$ cat config.mk
export PLATFORM = sky130hd
export DESIGN_NAME = fc_run_ctrl
export DESIGN_NICKNAME = d
export VERILOG_FILES = /design/src/rtl/fc_pkg.sv /design/src/rtl/fc_result_buf.sv /design/src/rtl/fc_run_ctrl.sv
export SDC_FILE = /design/constraint.sdc
export NUM_CORES = 2
export LEC_CHECK = 0
export BUFFER_PORTS_ARGS = -buffer_cell sky130_fd_sc_hd__buf_2
export CORE_ASPECT_RATIO = 0.5
export CORE_UTILIZATION = 52
export DETAILED_ROUTE_END_ITERATION = 8
export PLACE_DENSITY = 0.78
export SLEW_MARGIN = 5
export SYNTH_ARGS = -nofsm -noshare
export SYNTH_HDL_FRONTEND = slang
export SYNTH_SLANG_ARGS = --single-unit
$ cat constraint.sdc
create_clock -name clk_i -period 2.9 [get_ports clk_i]
set_input_delay 0 -clock clk_i [delete_from_list [all_inputs] [get_ports clk_i]]
set_output_delay 0 -clock clk_i [all_outputs]
set_load 0.02 [all_outputs]
$ cat src/rtl/fc_pkg.sv
// Shared definitions for the fc run controller: state encoding, default run
// parameters, buffer geometry and the saturating write-count helper.
package fc_pkg;

  localparam int FC_AW          = 7;
  localparam int FC_DW          = 32;
  localparam int FC_DEPTH       = 1 << FC_AW;
  localparam int FC_CW          = 8;
  localparam int FC_N_OUT_DEF   = 128;
  localparam int FC_TIMEOUT_DEF = 4096;

  typedef enum logic [2:0] {
    ST_IDLE  = 3'd0,
    ST_START = 3'd1,
    ST_RUN   = 3'd2,
    ST_DRAIN = 3'd3,
    ST_DONE  = 3'd4,
    ST_ERR   = 3'd5
  } fc_state_e;

  function automatic logic [FC_CW-1:0] fc_sat_inc(input logic [FC_CW-1:0] v);
    return (v == '1) ? v : v + 1'b1;
  endfunction

endpackage

$ cat src/rtl/fc_result_buf.sv
// 128x32 result buffer: one write port and one registered read port.
// Reading and writing the same address in one cycle returns the old word.
module fc_result_buf
  import fc_pkg::*;
(
  input  logic             clk_i,
  input  logic             rst_n_i,
  input  logic             wr_en_i,
  input  logic [FC_AW-1:0] wr_addr_i,
  input  logic [FC_DW-1:0] wr_data_i,
  input  logic [FC_AW-1:0] rd_addr_i,
  output logic [FC_DW-1:0] rd_data_o
);

  logic [FC_DW-1:0] r_mem [FC_DEPTH];
  logic [FC_DW-1:0] r_rd_data;

  // Storage is left unreset so it maps onto block RAM.
  always_ff @(posedge clk_i) begin
    if (wr_en_i) begin
      r_mem[wr_addr_i] <= wr_data_i;
    end
  end

  always_ff @(posedge clk_i or negedge rst_n_i) begin
    if (!rst_n_i) begin
      r_rd_data <= '0;
    end else begin
      r_rd_data <= r_mem[rd_addr_i];
    end
  end

  assign rd_data_o = r_rd_data;

endmodule

$ cat src/rtl/fc_run_ctrl.sv
// Run controller for the fc core: sequences one start pulse per host request,
// captures output writes into the result buffer and flags short or stuck runs.
module fc_run_ctrl
  import fc_pkg::*;
#(
  parameter int N_OUT       = FC_N_OUT_DEF,
  parameter int TIMEOUT_CYC = FC_TIMEOUT_DEF
) (
  input  logic             clk_i,
  input  logic             rst_n_i,
  input  logic             host_start_i,
  input  logic             host_clr_i,
  output logic             host_busy_o,
  output logic             host_done_o,
  output logic             host_err_o,
  output logic             fc_start_o,
  input  logic             fc_done_i,
  input  logic             fc_wren_i,
  input  logic [FC_AW-1:0] fc_waddr_i,
  input  logic [FC_DW-1:0] fc_wdata_i,
  input  logic [FC_AW-1:0] rd_addr_i,
  output logic [FC_DW-1:0] rd_data_o,
  output logic [FC_CW-1:0] wr_count_o
);

  localparam int TW = $clog2(TIMEOUT_CYC) + 1;

  fc_state_e        r_state;
  fc_state_e        w_state_next;
  logic [TW-1:0]    r_tmo;
  logic [FC_CW-1:0] r_wr_count;
  logic             w_wr_accept;
  logic             w_tmo_hit;
  logic             w_enter_start;

  assign w_wr_accept   = fc_wren_i && ((r_state == ST_RUN) || (r_state == ST_DRAIN));
  assign w_tmo_hit     = (r_tmo == TW'(TIMEOUT_CYC - 1));
  assign w_enter_start = (r_state == ST_IDLE) && host_start_i;

  always_ff @(posedge clk_i or negedge rst_n_i) begin
    if (!rst_n_i) begin
      r_state <= ST_IDLE;
    end else begin
      r_state <= w_state_next;
    end
  end

  // fc_done_i is tested before the timeout so a coincident completion wins.
  always_comb begin
    w_state_next = r_state;
    case (r_state)
      ST_IDLE:  if (host_start_i) w_state_next = ST_START;
      ST_START: w_state_next = ST_RUN;
      ST_RUN: begin
        if (fc_done_i) begin
          w_state_next = ST_DRAIN;
        end else if (w_tmo_hit) begin
          w_state_next = ST_ERR;
        end
      end
      ST_DRAIN: w_state_next = (r_wr_count == FC_CW'(N_OUT)) ? ST_DONE : ST_ERR;
      ST_DONE:  if (host_clr_i) w_state_next = ST_IDLE;
      ST_ERR:   if (host_clr_i) w_state_next = ST_IDLE;
      default:  w_state_next = ST_IDLE;
    endcase
  end

  always_comb begin
    fc_start_o  = 1'b0;
    host_busy_o = 1'b0;
    host_done_o = 1'b0;
    host_err_o  = 1'b0;
    case (r_state)
      ST_START: begin
        fc_start_o  = 1'b1;
        host_busy_o = 1'b1;
      end
      ST_RUN:   host_busy_o = 1'b1;
      ST_DRAIN: host_busy_o = 1'b1;
      ST_DONE:  host_done_o = 1'b1;
      ST_ERR:   host_err_o  = 1'b1;
      default:  fc_start_o  = 1'b0;
    endcase
  end

  // Counters restart as START is entered and otherwise hold the last run's values.
  always_ff @(posedge clk_i or negedge rst_n_i) begin
    if (!rst_n_i) begin
      r_tmo      <= '0;
      r_wr_count <= '0;
    end else if (w_enter_start) begin
      r_tmo      <= '0;
      r_wr_count <= '0;
    end else begin
      if (r_state == ST_RUN) begin
        r_tmo <= r_tmo + 1'b1;
      end
      if (w_wr_accept) begin
        r_wr_count <= fc_sat_inc(r_wr_count);
      end
    end
  end

  assign wr_count_o = r_wr_count;

  fc_result_buf u_buf (
    .clk_i     (clk_i),
    .rst_n_i   (rst_n_i),
    .wr_en_i   (w_wr_accept),
    .wr_addr_i (fc_waddr_i),
    .wr_data_i (fc_wdata_i),
    .rd_addr_i (rd_addr_i),
    .rd_data_o (rd_data_o)
  );

endmodule

==> results.txt <==
The run gives 354 as the total clock buffers created by CTS. Across all setup checks in the final design, the least slack found is 0.116 ns. Among cell families on the critical path, the largest total delay comes from multiplexers. Together, buffers and inverters on the worst path number 0. The tool flagged a number of max-cap violations equal to 0. In this design, the critical path's most frequently occurring cell is sky130_fd_sc_hd__mux4_2. In this run the tool buffered the top-level ports with 95 buffer cells. The final instance area was 182,000 µm². The post-route clock period utilization came out at 96.0%. The path class of the tightest hold or removal check is input pin to flop. The worst setup path is of the flop to flop kind. For flop-to-flop paths, the worst setup slack is 0.12 ns. The count of state elements after synthesis was 4,152; the gate count of the mapped netlist was 6,124. Summing the areas of all and, or, nand and nor instances in the mapped netlist gives 0.641% of the synthesized area. The core region is 300,000 µm². Summing the areas of all compound-gate instances in the mapped netlist gives 0.121% of the synthesized area.

Before CTS, the worst setup slack after placement is -0.200 ns. The tools report the critical path startpoint as u_buf.r_mem[109][27]$_DFFE_PP_. The logs give 142 for the number of cell rows and 0.94 ns for the clock insertion delay at the later pin of the skew report. The leading cell type in the layout, fill and taps excluded was sky130_fd_sc_hd__edfxtp_1.

Setup violations remaining at the end of the flow were counted as 0. The reg-to-reg endpoint was u_buf.rd_data_o[27]$_DFF_PN0_. Detailed-placement wirelength estimate: 247,000 µm.

Via count of the first global-routing pass: 80,200. The flow ran to the end, and the final reports show no timing, DRC or antenna violations. Following the worst setup path forward leads to its endpoint at u_buf.rd_data_o[27]$_DFF_PN0_.

The initial antenna violation count was 55. Adding up every negative setup slack in the final design gives 0 ns. Critical path capture point type: a flop. The largest net degree at the start of global routing came out at 129.

The run gives 0.000498 V as the largest vdd supply drop. The leakage dissipation is 0.0561 µW, and the areal power density over the cells is 678 nW/µm². On the critical path, the stage with the largest delay is an instance of sky130_fd_sc_hd__mux4_2. For the number of detailed-routing iterations run before antenna repair, the log shows 9. Detailed-route vias per instance: 7.33. At the worst endpoint, the arrival time is 3.49 ns.

The clock drives 4,152 sinks. The clock-pin slew reported for the worst setup and hold paths after clock tree synthesis was 0.07 ns; the count of pins over their slew limit was 0. Once the floorplan was initialized, standard cells occupied 52.5% of the core. TritonCTS built the clock tree. The tools report the starting DRC count in detailed routing as 15,600. Setup repair after global routing left no endpoint under its margin. The placed instances occupy a cell area of 170,000 µm². Counting every net in the synthesized netlist gives 6,179. The final RePlAce weighted congestion is 0.850. The tree is rooted in a sky130_fd_sc_hd__clkbuf_16. The floorplan die width came out at 781 µm. The largest fanout on the critical path was 1. Each instance of the synthesized netlist takes up on average 25.7 µm². For the worst flop-to-flop path, the logic depth is 4. The H-tree generated during clock tree synthesis spans 5 levels.

The run gives 0 as the remaining antenna violation count after routing. The arithmetic-cell share of the synthesized area counting full adders, half adders and majority gates was 0.0238%. The post-route netlist has 36.9% of its cells at a drive strength greater than 1. The Yosys step of the flow raised 0 warnings. The tools report the number of buffers on the longest clock path as 4. The first global-routing pass estimated 662,000 µm of wire. The delay of the slowest cell on the worst path is 0.65 ns, and the netlist area before placement is 158,000 µm².

Counting I/O delays and the setup requirement, the final critical path takes 2.78 ns. The tools report the distinct cell type count after synthesis as 38. The die is 391 µm tall. The run gives 306,000 µm² as the overall die area.

After detailed routing, the average wire length per cell comes to 43.3 µm. The top cell types in the final layout, fill and taps aside, are 4,096 x sky130_fd_sc_hd__edfxtp_1, 1,344 x sky130_fd_sc_hd__mux4_2, 362 x sky130_fd_sc_hd__clkbuf_16. The largest family of logic cells by synthesized area was multiplexers. Multiplexer cells account for 19.4% of the synthesized area.

For this run, the post-layout net count is 6,876. In the routed design, unresolved DRC markers number 0. Number of hold violations in the final report: 0.

Global routing finished with a remaining overflow of 0. The growth of design area from synthesis to finish was 15.2%. The tools report the relative max-transition margin as 7.06%.

For the pin with the worst max-slew slack, the measured transition is 1.39 ns. Counting buffers and inverters, the worst setup path is 4 cells deep. The share of the core filled with cells in the final layout is 60.4%, and the number of I/O pins is 96. Walking the worst path, the cells encountered are mux4_2, mux4_2, mux4_2, mux2_2. Between clock sinks in the finished design, the worst skew comes to 0.124 ns. The worst reg2reg path startpoint is u_buf.r_mem[109][27]$_DFFE_PP_. The logs give 483,000 µm for the overall routed net length and 78.9% for the sequential share of the synthesized area.

For this run, the top clock speed supported by timing is 0.359 GHz. For the worst setup path, the data required time is 3.61 ns. The tools report the kind of launch point of the worst setup path as a flop. Detailed routing inserted a total of 81,800 vias.

The share of the synthesized netlist area taken by xor and xnor gates was 0.0389%. In the global route stage, overall resource usage came out at 31.4%.
==> cell type report <==
class,instances,area [µm²]
diodes,21,52.6
clock buffers,436,9400
clock inverters,200,1900
fillers,18000,119000
inverters,7,26.3
multi-input cells,1649,32900
flip-flops and latches,4152,124000
well taps,4032,5040
repair buffers,657,7830
==> worst register-to-register path, delay by kind of cell, from the launching register on <==
family | cells | cell delay [ns]
flip-flops | 1 | 0.43
multiplexers | 4 | 2.14
==> flip-flops by register name, summed over array words and instances, names as in the netlist <==
name             count
r_state              3
r_tmo               13
u_buf.r_mem       4096
u_buf.rd_data_o     32
wr_count_o           8
==> worst min path at each step <==
stage	startpoint	depth (start not counted)	slack, ns	to
final	rd_addr_i[4]	4	0.05	u_buf.rd_data_o[1]$_DFF_PN0_
after global routing	rd_addr_i[4]	4	0.03	u_buf.rd_data_o[20]$_DFF_PN0_
after CTS	rd_addr_i[4]	4	0.00009	u_buf.rd_data_o[20]$_DFF_PN0_
after detailed placement	rst_n_i	1	0.17	wr_count_o[0]$_DFFE_PN0P_
after global placement	rst_n_i	1	0.17	wr_count_o[3]$_DFFE_PN0P_
after floorplan	rst_n_i	0	-0.30	r_state[0]$_DFFE_PN0P_
==> logic make-up after synthesis <==
kind of cell             Yosys count
AO/OA/AOI/OAI                     32
buffers and inverters            323
AND/OR/NAND/NOR                  230
adder cells (fa/ha/maj)            3
XOR/XNOR                           7
flip-flops                      4152
multiplexers                    1377
==> Yosys cell counts, drive strengths merged <==
cell	n	share of area [%]
nand3b	2	0.0095
o41ai	1	0.0056
a2111oi	1	0.0056
o21bai	2	0.0095
nor4b	3	0.017
xor2	1	0.0056
or4	4	0.019
nor2	145	0.35
o21ai	7	0.022
o22ai	1	0.0040
edfxtp	4096	78
nor3b	1	0.0048
clkbuf	178	0.42
nor4	1	0.0040
or3	7	0.028
o31ai	4	0.019
nand3	14	0.044
buf	138	0.39
mux4	1344	19
or3b	3	0.017
dfrtp	56	0.89
xnor2	6	0.033
mux2	33	0.24
a211oi	1	0.0048
a31o	1	0.0056
nand2	27	0.064
and2	4	0.016
nor3	3	0.0095
and3	1	0.0040
nor2b	11	0.044
a21oi	14	0.044
nand2b	1	0.0040
inv	7	0.017
nand4	3	0.012
ha	3	0.024
==> report_power, final <==
part | total (µW) | switching [µW] | internal (µW)
Sequential | 66300 | 235 | 66100
Combinational | 7780 | 4850 | 2930
Clock | 49100 | 23000 | 26100
==> per-layer routing <==
layer | track usage [%] | routed length (µm) | vias up
li1 | - | - | 28300
met5 | 0.235 | 411 | -
met1 | 40.1 | 150000 | 42400
met3 | 12.3 | 82800 | 1773
met4 | 14.5 | 28900 | 50
met2 | 48.0 | 221000 | 9277
==> through the flow <==
| stage | hold slack, ns | total power [µW] | cells |
|---|---|---|---|
| floorplan | -0.296 | 71000 | 6124 |
| global placement | 0.168 | 74600 | 10400 |
| detailed placement | 0.172 | 74800 | 10400 |
| CTS | 0.0000895 | 123000 | 11100 |
| global route | 0.0317 | 125000 | 11100 |
| finish | 0.0550 | 123000 | 11200 |
==> timing repair <==
action | 4_1_cts | 5_1_grt
gates resized for setup | 0 | 1
setup buffers | 0 | 0
hold endpoints to repair | 3488 | 0
hold buffers | 54 | 0
endpoints found under the setup margin | 0 | 5
(Power assumes the default switching activity.)
